`config.mk`:
```
export PLATFORM = sky130hd
export DESIGN_NAME = mc_control_unit_flat
export DESIGN_NICKNAME = d
export VERILOG_FILES = /design/src/rtl/mc_control_unit_if.sv /design/src/rtl/mc_control_unit.sv /design/src/flat_wrapper.sv
export SDC_FILE = /design/constraint.sdc
export NUM_CORES = 1
export LEC_CHECK = 0
export BUFFER_PORTS_ARGS = -buffer_cell sky130_fd_sc_hd__buf_2
export CAP_MARGIN = 0
export CORE_MARGIN = 2
export CORE_UTILIZATION = 50
export CTS_CLUSTER_DIAMETER = 200
export DETAILED_ROUTE_END_ITERATION = 8
export PLACE_DENSITY = 0.79
export SYNTH_ARGS = -nofsm -noshare
export SYNTH_HDL_FRONTEND = slang
export SYNTH_SLANG_ARGS = --single-unit
```
`constraint.sdc`:
```
create_clock -name clk -period 2.9 [get_ports clk]
set_clock_uncertainty 0.2 [all_clocks]
set_input_delay 0.145 -clock clk [delete_from_list [all_inputs] [get_ports clk]]
set_output_delay 0.145 -clock clk [all_outputs]
set_load 0.02 [all_outputs]
```
`src/rtl/mc_control_unit_if.sv`:
```
// Control bundle between the multi-cycle control unit and its datapath/memory.
// master: the control unit (reads IR fields and status, drives strobes); slave: the datapath.
interface mc_control_unit_if;
  logic [3:0]  opcode;
  logic [5:0]  func;
  logic        mem_ready;
  logic        bcond;

  logic        pc_write;
  logic        pc_write_cond;
  logic        i_or_d;
  logic        mem_read;
  logic        mem_write;
  logic        ir_write;
  logic        reg_write;
  logic        mem_to_reg;
  logic        output_valid;
  logic        is_halted;
  logic [1:0]  pc_src;
  logic [1:0]  reg_dst;
  logic        alu_src_a;
  logic [1:0]  alu_src_b;
  logic [1:0]  imm_sel;
  logic [3:0]  alu_op;
  logic [15:0] num_inst;

  modport master (
    input  opcode, func, mem_ready, bcond,
    output pc_write, pc_write_cond, i_or_d, mem_read, mem_write, ir_write, reg_write,
           mem_to_reg, output_valid, is_halted, pc_src, reg_dst, alu_src_a, alu_src_b,
           imm_sel, alu_op, num_inst
  );

  modport slave (
    output opcode, func, mem_ready, bcond,
    input  pc_write, pc_write_cond, i_or_d, mem_read, mem_write, ir_write, reg_write,
           mem_to_reg, output_valid, is_halted, pc_src, reg_dst, alu_src_a, alu_src_b,
           imm_sel, alu_op, num_inst
  );
endinterface

```
`src/rtl/mc_control_unit.sv`:
```
// Multi-cycle TSC control FSM (IF/ID/EX/MEM/WB/HLT) with retired-instruction counter.
// Strobes are decoded from the current state and live inputs so memory handshakes take effect same-cycle.
module mc_control_unit (
  input  logic               clk,
  input  logic               reset,
  mc_control_unit_if.master  bus
);

  typedef enum logic [2:0] {StIf, StId, StEx, StMem, StWb, StHlt} state_e;

  localparam logic [3:0] AluAdd = 4'd0;
  localparam logic [3:0] AluOr  = 4'd3;
  localparam logic [3:0] AluLhi = 4'd8;

  state_e      state_q, state_d;
  logic [15:0] num_inst_q;
  logic        retire;

  logic is_branch, is_adi, is_ori, is_lhi, is_lwd, is_swd, is_jmp, is_jal;
  logic is_rtype, is_ralu, is_jpr, is_jrl, is_wwd, is_hlt;

  always_comb begin
    is_branch = (bus.opcode <= 4'd3);
    is_adi    = (bus.opcode == 4'd4);
    is_ori    = (bus.opcode == 4'd5);
    is_lhi    = (bus.opcode == 4'd6);
    is_lwd    = (bus.opcode == 4'd7);
    is_swd    = (bus.opcode == 4'd8);
    is_jmp    = (bus.opcode == 4'd9);
    is_jal    = (bus.opcode == 4'd10);
    is_rtype  = (bus.opcode == 4'd15);
    is_ralu   = is_rtype && (bus.func <= 6'd7);
    is_jpr    = is_rtype && (bus.func == 6'd25);
    is_jrl    = is_rtype && (bus.func == 6'd26);
    is_wwd    = is_rtype && (bus.func == 6'd28);
    is_hlt    = is_rtype && (bus.func == 6'd29);
  end

  always_comb begin
    state_d           = state_q;
    retire            = 1'b0;
    bus.pc_write      = 1'b0;
    bus.pc_write_cond = 1'b0;
    bus.i_or_d        = 1'b0;
    bus.mem_read      = 1'b0;
    bus.mem_write     = 1'b0;
    bus.ir_write      = 1'b0;
    bus.reg_write     = 1'b0;
    bus.mem_to_reg    = 1'b0;
    bus.output_valid  = 1'b0;
    bus.is_halted     = 1'b0;
    bus.pc_src        = 2'd0;
    bus.reg_dst       = 2'd0;
    bus.alu_src_a     = 1'b0;
    bus.alu_src_b     = 2'd0;
    bus.imm_sel       = 2'd0;
    bus.alu_op        = AluAdd;

    // Reset masks every output, including any in-flight memory request.
    if (!reset) begin
      unique case (state_q)
        StIf: begin
          bus.mem_read = 1'b1;
          if (bus.mem_ready) begin
            bus.ir_write = 1'b1;
            bus.pc_write = 1'b1;
            state_d      = StId;
          end
        end

        StId: begin
          if (is_jmp || is_jal) begin
            bus.pc_write = 1'b1;
            bus.pc_src   = 2'd2;
            bus.imm_sel  = 2'd2;
            if (is_jal) begin
              bus.reg_write = 1'b1;
              bus.reg_dst   = 2'd2;
            end
            retire  = 1'b1;
            state_d = StIf;
          end else if (is_jpr || is_jrl) begin
            bus.pc_write = 1'b1;
            bus.pc_src   = 2'd3;
            if (is_jrl) begin
              bus.reg_write = 1'b1;
              bus.reg_dst   = 2'd2;
            end
            retire  = 1'b1;
            state_d = StIf;
          end else if (is_hlt) begin
            retire  = 1'b1;
            state_d = StHlt;
          end else if (is_branch || is_wwd || is_lwd || is_swd || is_adi || is_ori || is_lhi ||
                       is_ralu) begin
            state_d = StEx;
          end else begin
            // Undefined encodings retire as NOPs.
            retire  = 1'b1;
            state_d = StIf;
          end
        end

        StEx: begin
          if (is_branch) begin
            bus.alu_src_b     = 2'd1;
            bus.pc_src        = 2'd1;
            bus.pc_write_cond = 1'b1;
            retire            = 1'b1;
            state_d           = StIf;
          end else if (is_wwd) begin
            bus.output_valid = 1'b1;
            retire           = 1'b1;
            state_d          = StIf;
          end else if (is_lwd || is_swd) begin
            bus.alu_src_a = 1'b1;
            bus.alu_src_b = 2'd1;
            state_d       = StMem;
          end else begin
            bus.alu_src_a = 1'b1;
            state_d       = StWb;
            if (is_adi) begin
              bus.alu_src_b = 2'd1;
            end else if (is_ori) begin
              bus.alu_src_b = 2'd1;
              bus.imm_sel   = 2'd1;
              bus.alu_op    = AluOr;
            end else if (is_lhi) begin
              bus.alu_src_b = 2'd1;
              bus.imm_sel   = 2'd1;
              bus.alu_op    = AluLhi;
            end else begin
              bus.alu_op = bus.func[3:0];
            end
          end
        end

        StMem: begin
          bus.i_or_d    = 1'b1;
          bus.mem_read  = is_lwd;
          bus.mem_write = !is_lwd;
          if (bus.mem_ready) begin
            if (is_lwd) begin
              state_d = StWb;
            end else begin
              retire  = 1'b1;
              state_d = StIf;
            end
          end
        end

        StWb: begin
          bus.reg_write  = 1'b1;
          bus.reg_dst    = is_rtype ? 2'd0 : 2'd1;
          bus.mem_to_reg = is_lwd;
          retire         = 1'b1;
          state_d        = StIf;
        end

        StHlt: begin
          bus.is_halted = 1'b1;
        end

        default: begin
          state_d = StIf;
        end
      endcase
    end
  end

  always_comb begin
    bus.num_inst = reset ? 16'h0000 : num_inst_q;
  end

  always_ff @(posedge clk) begin
    if (reset) begin
      state_q    <= StIf;
      num_inst_q <= 16'h0000;
    end else begin
      state_q <= state_d;
      if (retire) begin
        num_inst_q <= num_inst_q + 16'h0001;
      end
    end
  end

endmodule

```
`src/flat_wrapper.sv`:
```
// flat-port wrapper written by rule: the top's interface ports become plain ports
module mc_control_unit_flat 
  (clk, reset, bus_opcode, bus_func, bus_mem_ready, bus_bcond, bus_pc_write, bus_pc_write_cond, bus_i_or_d, bus_mem_read, bus_mem_write, bus_ir_write, bus_reg_write, bus_mem_to_reg, bus_output_valid, bus_is_halted, bus_pc_src, bus_reg_dst, bus_alu_src_a, bus_alu_src_b, bus_imm_sel, bus_alu_op, bus_num_inst);
  mc_control_unit_if bus_i ();
  input  logic clk;
  input  logic reset;
  input wire logic [$bits(bus_i.opcode)-1:0] bus_opcode;
  input wire logic [$bits(bus_i.func)-1:0] bus_func;
  input wire logic [$bits(bus_i.mem_ready)-1:0] bus_mem_ready;
  input wire logic [$bits(bus_i.bcond)-1:0] bus_bcond;
  output wire logic [$bits(bus_i.pc_write)-1:0] bus_pc_write;
  output wire logic [$bits(bus_i.pc_write_cond)-1:0] bus_pc_write_cond;
  output wire logic [$bits(bus_i.i_or_d)-1:0] bus_i_or_d;
  output wire logic [$bits(bus_i.mem_read)-1:0] bus_mem_read;
  output wire logic [$bits(bus_i.mem_write)-1:0] bus_mem_write;
  output wire logic [$bits(bus_i.ir_write)-1:0] bus_ir_write;
  output wire logic [$bits(bus_i.reg_write)-1:0] bus_reg_write;
  output wire logic [$bits(bus_i.mem_to_reg)-1:0] bus_mem_to_reg;
  output wire logic [$bits(bus_i.output_valid)-1:0] bus_output_valid;
  output wire logic [$bits(bus_i.is_halted)-1:0] bus_is_halted;
  output wire logic [$bits(bus_i.pc_src)-1:0] bus_pc_src;
  output wire logic [$bits(bus_i.reg_dst)-1:0] bus_reg_dst;
  output wire logic [$bits(bus_i.alu_src_a)-1:0] bus_alu_src_a;
  output wire logic [$bits(bus_i.alu_src_b)-1:0] bus_alu_src_b;
  output wire logic [$bits(bus_i.imm_sel)-1:0] bus_imm_sel;
  output wire logic [$bits(bus_i.alu_op)-1:0] bus_alu_op;
  output wire logic [$bits(bus_i.num_inst)-1:0] bus_num_inst;
  assign bus_i.opcode = bus_opcode;
  assign bus_i.func = bus_func;
  assign bus_i.mem_ready = bus_mem_ready;
  assign bus_i.bcond = bus_bcond;
  assign bus_pc_write = bus_i.pc_write;
  assign bus_pc_write_cond = bus_i.pc_write_cond;
  assign bus_i_or_d = bus_i.i_or_d;
  assign bus_mem_read = bus_i.mem_read;
  assign bus_mem_write = bus_i.mem_write;
  assign bus_ir_write = bus_i.ir_write;
  assign bus_reg_write = bus_i.reg_write;
  assign bus_mem_to_reg = bus_i.mem_to_reg;
  assign bus_output_valid = bus_i.output_valid;
  assign bus_is_halted = bus_i.is_halted;
  assign bus_pc_src = bus_i.pc_src;
  assign bus_reg_dst = bus_i.reg_dst;
  assign bus_alu_src_a = bus_i.alu_src_a;
  assign bus_alu_src_b = bus_i.alu_src_b;
  assign bus_imm_sel = bus_i.imm_sel;
  assign bus_alu_op = bus_i.alu_op;
  assign bus_num_inst = bus_i.num_inst;
  mc_control_unit u_core (.clk(clk), .reset(reset), .bus(bus_i));
endmodule
```
==> results of run 1 <==
## routing by layer
| layer | vias to the layer above | GRT usage | wire [um] | share of wire |
|---|---|---|---|---|
| met3 | 4 | 0.0390 | 180 | 0.051 |
| li1 | 818 | - | - | - |
| met2 | 50 | 0.312 | 1580 | 0.44 |
| met5 | - | 0 | 0 | 0 |
| met4 | 0 | 0.0476 | 31 | 0.0087 |
| met1 | 746 | 0.307 | 1760 | 0.50 |
## critical path, delay by kind of cell (launching register included)
kind / cells / cell delay (ps)
buf+inv: 1 / 190
flops: 1 / 410
simple gates: 4 / 1170
## cell usage after synthesis, types with 2 or more instances
library cell,count
inv_1,5
nand3b_1,2
clkbuf_1,4
o22ai_1,3
nor3_1,8
a211oi_2,6
buf_4,5
nor2_1,34
mux2_2,4
and3_1,4
a21oi_1,10
nand4_1,8
nor2b_1,20
dfxtp_1,19
or2_2,2
mux2_1,2
nand4b_1,2
nand2b_1,6
nand2_1,14
xnor2_1,10
nand3_1,9
o21bai_1,3
o21ai_0,7
nor4_1,2
## registers in the layout (all words and copies together), names as in the netlist
name               flops
u_core.state_q         3
u_core.num_inst_q     16
## path summary, 6_finish.rpt
path | from | endpoint | slack, ps | depth (start not counted)
worst min-delay path | bus_func[3] | u_core.state_q[0]$_SDFFE_PP0P_ | 210 | 5
worst max register to register | u_core.state_q[2]$_SDFFE_PP0P_ | u_core.num_inst_q[14]$_SDFFE_PP0P_ | 500 | 6
worst max-delay path | u_core.state_q[2]$_SDFFE_PP0P_ | bus_imm_sel[0] | 490 | 5
worst min register to register | u_core.num_inst_q[1]$_SDFFE_PP0P_ | u_core.num_inst_q[1]$_SDFFE_PP0P_ | 330 | 2
## final cells by class
| cell class | count | area (um^2) | area share |
|---|---|---|---|
| timing repair buffer | 53 | 278 | 0.149 |
| tap | 44 | 55.1 | 0.0296 |
| inverter | 5 | 18.8 | 0.0101 |
| multi-input combinational | 173 | 1100 | 0.592 |
| sequential | 19 | 380 | 0.204 |
| clock inverter | 1 | 5.00 | 0.00269 |
| clock buffer | 3 | 22.5 | 0.0121 |
## logic make-up (layout without fill, tap and decap cells)
group	Yosys count	after routing	share of synthesized area
AOI/OAI and AO/OA	35	35	0.176
xor gates and xnor gates	11	11	0.0612
adders and majority gates	1	1	0.00795
buffers and inverters	17	62	0.0580
DFF	19	19	0.242
muxes	6	6	0.0429
other	1	1	0.00238
and+or+nand+nor	119	119	0.410
## through the flow
step / instances / setup slack [ps] / util / total power, mW
after global routing: 298 / 269 / 0.615 / 0.553
final: 298 / 492 / 0.615 / 0.527
after global placement: 292 / 541 / 0.599 / 0.394
after detailed placement: 292 / 541 / 0.599 / 0.395
after CTS: 298 / 507 / 0.615 / 0.535
after floorplan: 209 / 798 / - / 0.367
## placed cells by master, fill, tap and decap left out, types with 2 or more instances in the layout
master and count:
nand3_1 9, o22ai_1 3, o21ai_0 7, a21oi_1 10
xnor2_1 10, mux2_1 2, nand3b_1 2, nand4_1 8
nor3_1 8, nand4b_1 2, clkbuf_4 3, mux2_2 4
or2_2 2, nor4_1 2, inv_1 5, and3_1 4
nor2_1 34, nand2b_1 6, buf_2 50, o21bai_1 3
nand2_1 14, nor2b_1 20, dlygate4sd3_1 2, dfxtp_1 19
a211oi_2 6
## where the power goes
group	internal [mW]	switching, mW
sequential	0.265	0.00897
clock	0.0515	0.0822
combinational	0.0422	0.0765
total	0.359	0.168
==> results.toml, run 1 <==
[critical_path]
worstPathCellList = "nand2b_1, nor4_1, nand4_1, nor3_1, buf_2"
crit_slowest_cell = "nor4_1"
start_kind = "flop"
worstPathMaxFanout = 10
endpoint_kind = "output pin"
critical_path_arrival_ps = 2060
cpPeakStageDelay_ps = 440
path_class = "reg -> out"
crit_required_ps = 2560

[die]
design.die.area_um2 = 3610
ios = 53
die_h_um = 60.1
die_w_um = 60.1
core_area_um2 = 3030
initial_core_util = 0.520
num_rows = 20

[timing]
worst_pin_slew_ps = 683
fin_tns_setup_ps = 0
slew_headroom = 0.544
setup_viol = 0
rsz0062_at_grt = "no"
period_needed_ps = 2410
max_freq_mhz = 415
hold_viol = 0
post-route-period-util = 0.830
hold_ws_ps = 215
drv_slew = 0

[pwr]
max-vdd-ir-drop_v = 0.000250
p_leak_nw = 0.788
power.density_nw_per_um2 = 283

[detailed_routing]
wl_per_cell_um = 11.9
wirelength_um = 3550
ant_nets = 0
routed_via_density = 5.43
dr.pass1.iters = 4
num_vias = 1618
drt_iter0_markers = 88
drc_errors = 0

[synthesis]
yosys_register_bits = 19
syn_nets = 224
synth_edf_count = 0
async_flop_share = 0
synth_top_area_frac = 0.242
synth_area_leaders = "dfxtp_1 (24%), nor2_1 (8.1%), nor2b_1 (7.9%), xnor2_1 (5.6%), a211oi_2 (4.8%)"
netlist_area_um2 = 1570
syn_avg_cell_area_um2 = 7.53
postSynthCellCount = 209
synthFlopType = "dfxtp_1"
yosysTopAreaCell = "dfxtp_1"
yosysWarnings = 0
synth_cell_type_count = 44
seq_area_frac_synth = 0.242

[clock_tree]
tritoncts = "done"
numCtsBuffers = 3
cts.sinks = 19
cts_resized = 0
clock_path_buffers = 2
cts_hold_buf = 2
clk_latency_ps = 300
cts.clk_slew.worst_paths_ps = 110
post_cts_buffers = 0
cts_root_buffer = "clkbuf_4"
cts_max_level = 1

[finish]
drive_gt1_frac = 0.283
area.growth.synth_to_final_pct = 18.3
antenna_cells = 0
fin_area_um2 = 1860
fin_nets = 270
nFillCells = 268

[global_routing]
first_global_vias = 1254
grt_pass1_wl_um = 5760
grt_max_degree = 23
track_usage = 0.208
grt_overflow = 0
antenna_found_initial = 0

[placed_design]
portBuffers = 50
hpwl_um = 2760
place.gp.congestion = 0.881
placedInstanceArea_um2 = 1810

[worst_hold_path]
hp-class = "in -> reg"

[run]
cap_viol_max_count = 0

[status]
status = "finished, final reports clean"
(Power assumes the default switching activity.)
==> run 2, diff against run 1 <==
==> constraint.sdc (replaced) <==
create_clock -name clk -period 2.29 [get_ports clk]
set_clock_uncertainty 0.2 [all_clocks]
set_input_delay 0.1145 -clock clk [delete_from_list [all_inputs] [get_ports clk]]
set_output_delay 0.1145 -clock clk [all_outputs]
set_load 0.02 [all_outputs]
==> run 2 against run 1 <==
Net effect: first-iteration DRC count increased by 39%; final area is 4.4% higher; die area unchanged; combinational power increased by 40%; sequential power rose by 26%; clock-buffer cell count rose by 1; register-to-register slack got worse by 350 ps; critical path depth up 2; non-clock buffer count rose by 9; core utilization rose by 2.7 points; clock power is 27% higher; highest routed layer unchanged.
==> results.toml, run 2 (synthesis gave the netlist of run 1 again) <==
[critical_path]
start_kind = "flop"
worstPathCellList = "or4b_4, a21oi_4, a221oi_4, buf_4, a211oi_2, xnor2_1, nor2_1"
reg2reg_depth = 7
path_class = "reg -> reg"
r2r-start = "u_core.state_q[2]$_SDFFE_PP0P_"
r2r-end = "u_core.num_inst_q[12]$_SDFFE_PP0P_"
critical_path_arrival_ps = 2130
crit_required_ps = 2280
worstPathMaxFanout = 6
crit_slowest_cell = "or4b_4"
endpoint_kind = "flop"
reg2reg_slack_ps = 150
cpPeakStageDelay_ps = 560

[global_routing]
track_usage = 0.214
grt_pass1_wl_um = 5950
grt_overflow = 0
antenna_found_initial = 0
grt_max_degree = 35
first_global_vias = 1325

[finish]
antenna_cells = 0
layout_commonest_cell = "buf_2"
drive_gt1_frac = 0.323
area.growth.synth_to_final_pct = 23.4
largest_register_ffs = 16
final_cell_mix = "buf_2 (50), nor2_1 (34), nor2b_1 (20), dfxtp_1 (17), nand2_1 (14)"
largest-register = "u_core.num_inst_q"
top_regs = "u_core.num_inst_q: 16 flops, u_core.state_q: 3 flops"
fin_nets = 279
fin_area_um2 = 1940

[placed_design]
hpwl_um = 2890
portBuffers = 50
place_ws_ps = 37.6
placedInstanceArea_um2 = 1870
place.gp.congestion = 0.909

[clock_tree]
tritoncts = "done"
cts_root_buffer = "clkbuf_4"
cts_max_level = 1
clk_latency_ps = 290
cts.clk_slew.worst_paths_ps = 110
numCtsBuffers = 3
clock_path_buffers = 2
cts.sinks = 19

[worst_hold_path]
hp-class = "in -> reg"
hold_path_startpoint = "reset"
holdPathStages = 4
hold_path_end = "u_core.state_q[0]$_SDFFE_PP0P_"

[die]
die_w_um = 60.1
core_area_um2 = 3030
num_rows = 20
initial_core_util = 0.520
die_h_um = 60.1
ios = 53
design.die.area_um2 = 3610

[timing]
max_freq_mhz = 466
hold_viol = 0
period_needed_ps = 2140
setup_viol = 0
post-route-period-util = 0.936
fin_ws_ps = 146
fin_tns_setup_ps = 0
rsz0062_at_grt = "no"
drv_slew = 0

[detailed_routing]
routed_via_density = 5.41
dr.pass1.iters = 4
num_vias = 1662
drc_errors = 0
wl_per_cell_um = 11.9
drt_iter0_markers = 122
ant_nets = 0
wirelength_um = 3650

[status]
status = "finished, final reports clean"

[pwr]
design_power_total_mw = 0.683
power.density_nw_per_um2 = 352
p_leak_nw = 0.831
max-vdd-ir-drop_v = 0.000392

[run]
cap_viol_max_count = 0
-- run 2: how the worst max path moves through the flow --
stage	end	slack, ps	cells past startpoint	from
floorplan	u_core.num_inst_q[3]$_SDFFE_PP0P_	200	7	u_core.state_q[2]$_SDFFE_PP0P_
global placement	u_core.num_inst_q[14]$_SDFFE_PP0P_	100	6	u_core.state_q[2]$_SDFFE_PP0P_
detailed placement	u_core.num_inst_q[3]$_SDFFE_PP0P_	40	6	u_core.state_q[2]$_SDFFE_PP0P_
CTS	u_core.num_inst_q[3]$_SDFFE_PP0P_	10	6	u_core.state_q[2]$_SDFFE_PP0P_
global route	bus_pc_src[0]	40	6	u_core.state_q[2]$_SDFFE_PP0P_
finish	u_core.num_inst_q[12]$_SDFFE_PP0P_	150	7	u_core.state_q[2]$_SDFFE_PP0P_
-- run 2: critical path, delay by kind of cell, from the launching register on --
kind	cells	cell delay (ps)
AOI/OAI and AO/OA	3	520
xor gates and xnor gates	1	150
and+or+nand+nor	2	610
buffers and inverters	1	210
DFF	1	360
-- run 2: cell type report --
| class | count | area, um^2 |
|---|---|---|
| clock buffer | 4 | 26.3 |
| fill | 285 | 1080 |
| inverter | 5 | 18.8 |
| multi-input combinational | 173 | 1120 |
| sequential | 19 | 383 |
| tap | 44 | 55.1 |
| timing repair buffer | 62 | 343 |
-- run 2: metrics by stage --
step,hold slack (ps),utilization,std cells
after floorplan,29.6,-,209
after global placement,220,0.619,300
after detailed placement,207,0.619,300
after CTS,16.8,0.633,305
after global routing,55.2,0.642,307
final,18.2,0.642,307
-- run 2: repair_timing --
| item | in CTS | in global routing |
|---|---|---|
| cloned | 0 | 0 |
| hold endpoints to repair | 1 | 0 |
| setup buffers | 0 | 2 |
| pin swaps | 0 | 2 |
| endpoints found under the setup margin | 1 | 14 |
| gates resized for setup | 1 | 4 |
| hold buffers | 1 | 0 |
-- run 2: metal layers --
layer  global-route usage  wire length [um]  vias up
met1                0.314              1690      764
li1                     -                 -      836
met4               0.0317                 5        0
met2                0.326              1710       60
met5                    0                 0        -
met3               0.0455               243        2
-- run 2: power breakdown --
part,switching (mW),leakage [nW],internal (mW)
Sequential,0.00923,0.154,0.337
Combinational,0.102,0.662,0.0646
Clock,0.102,0.0150,0.0678
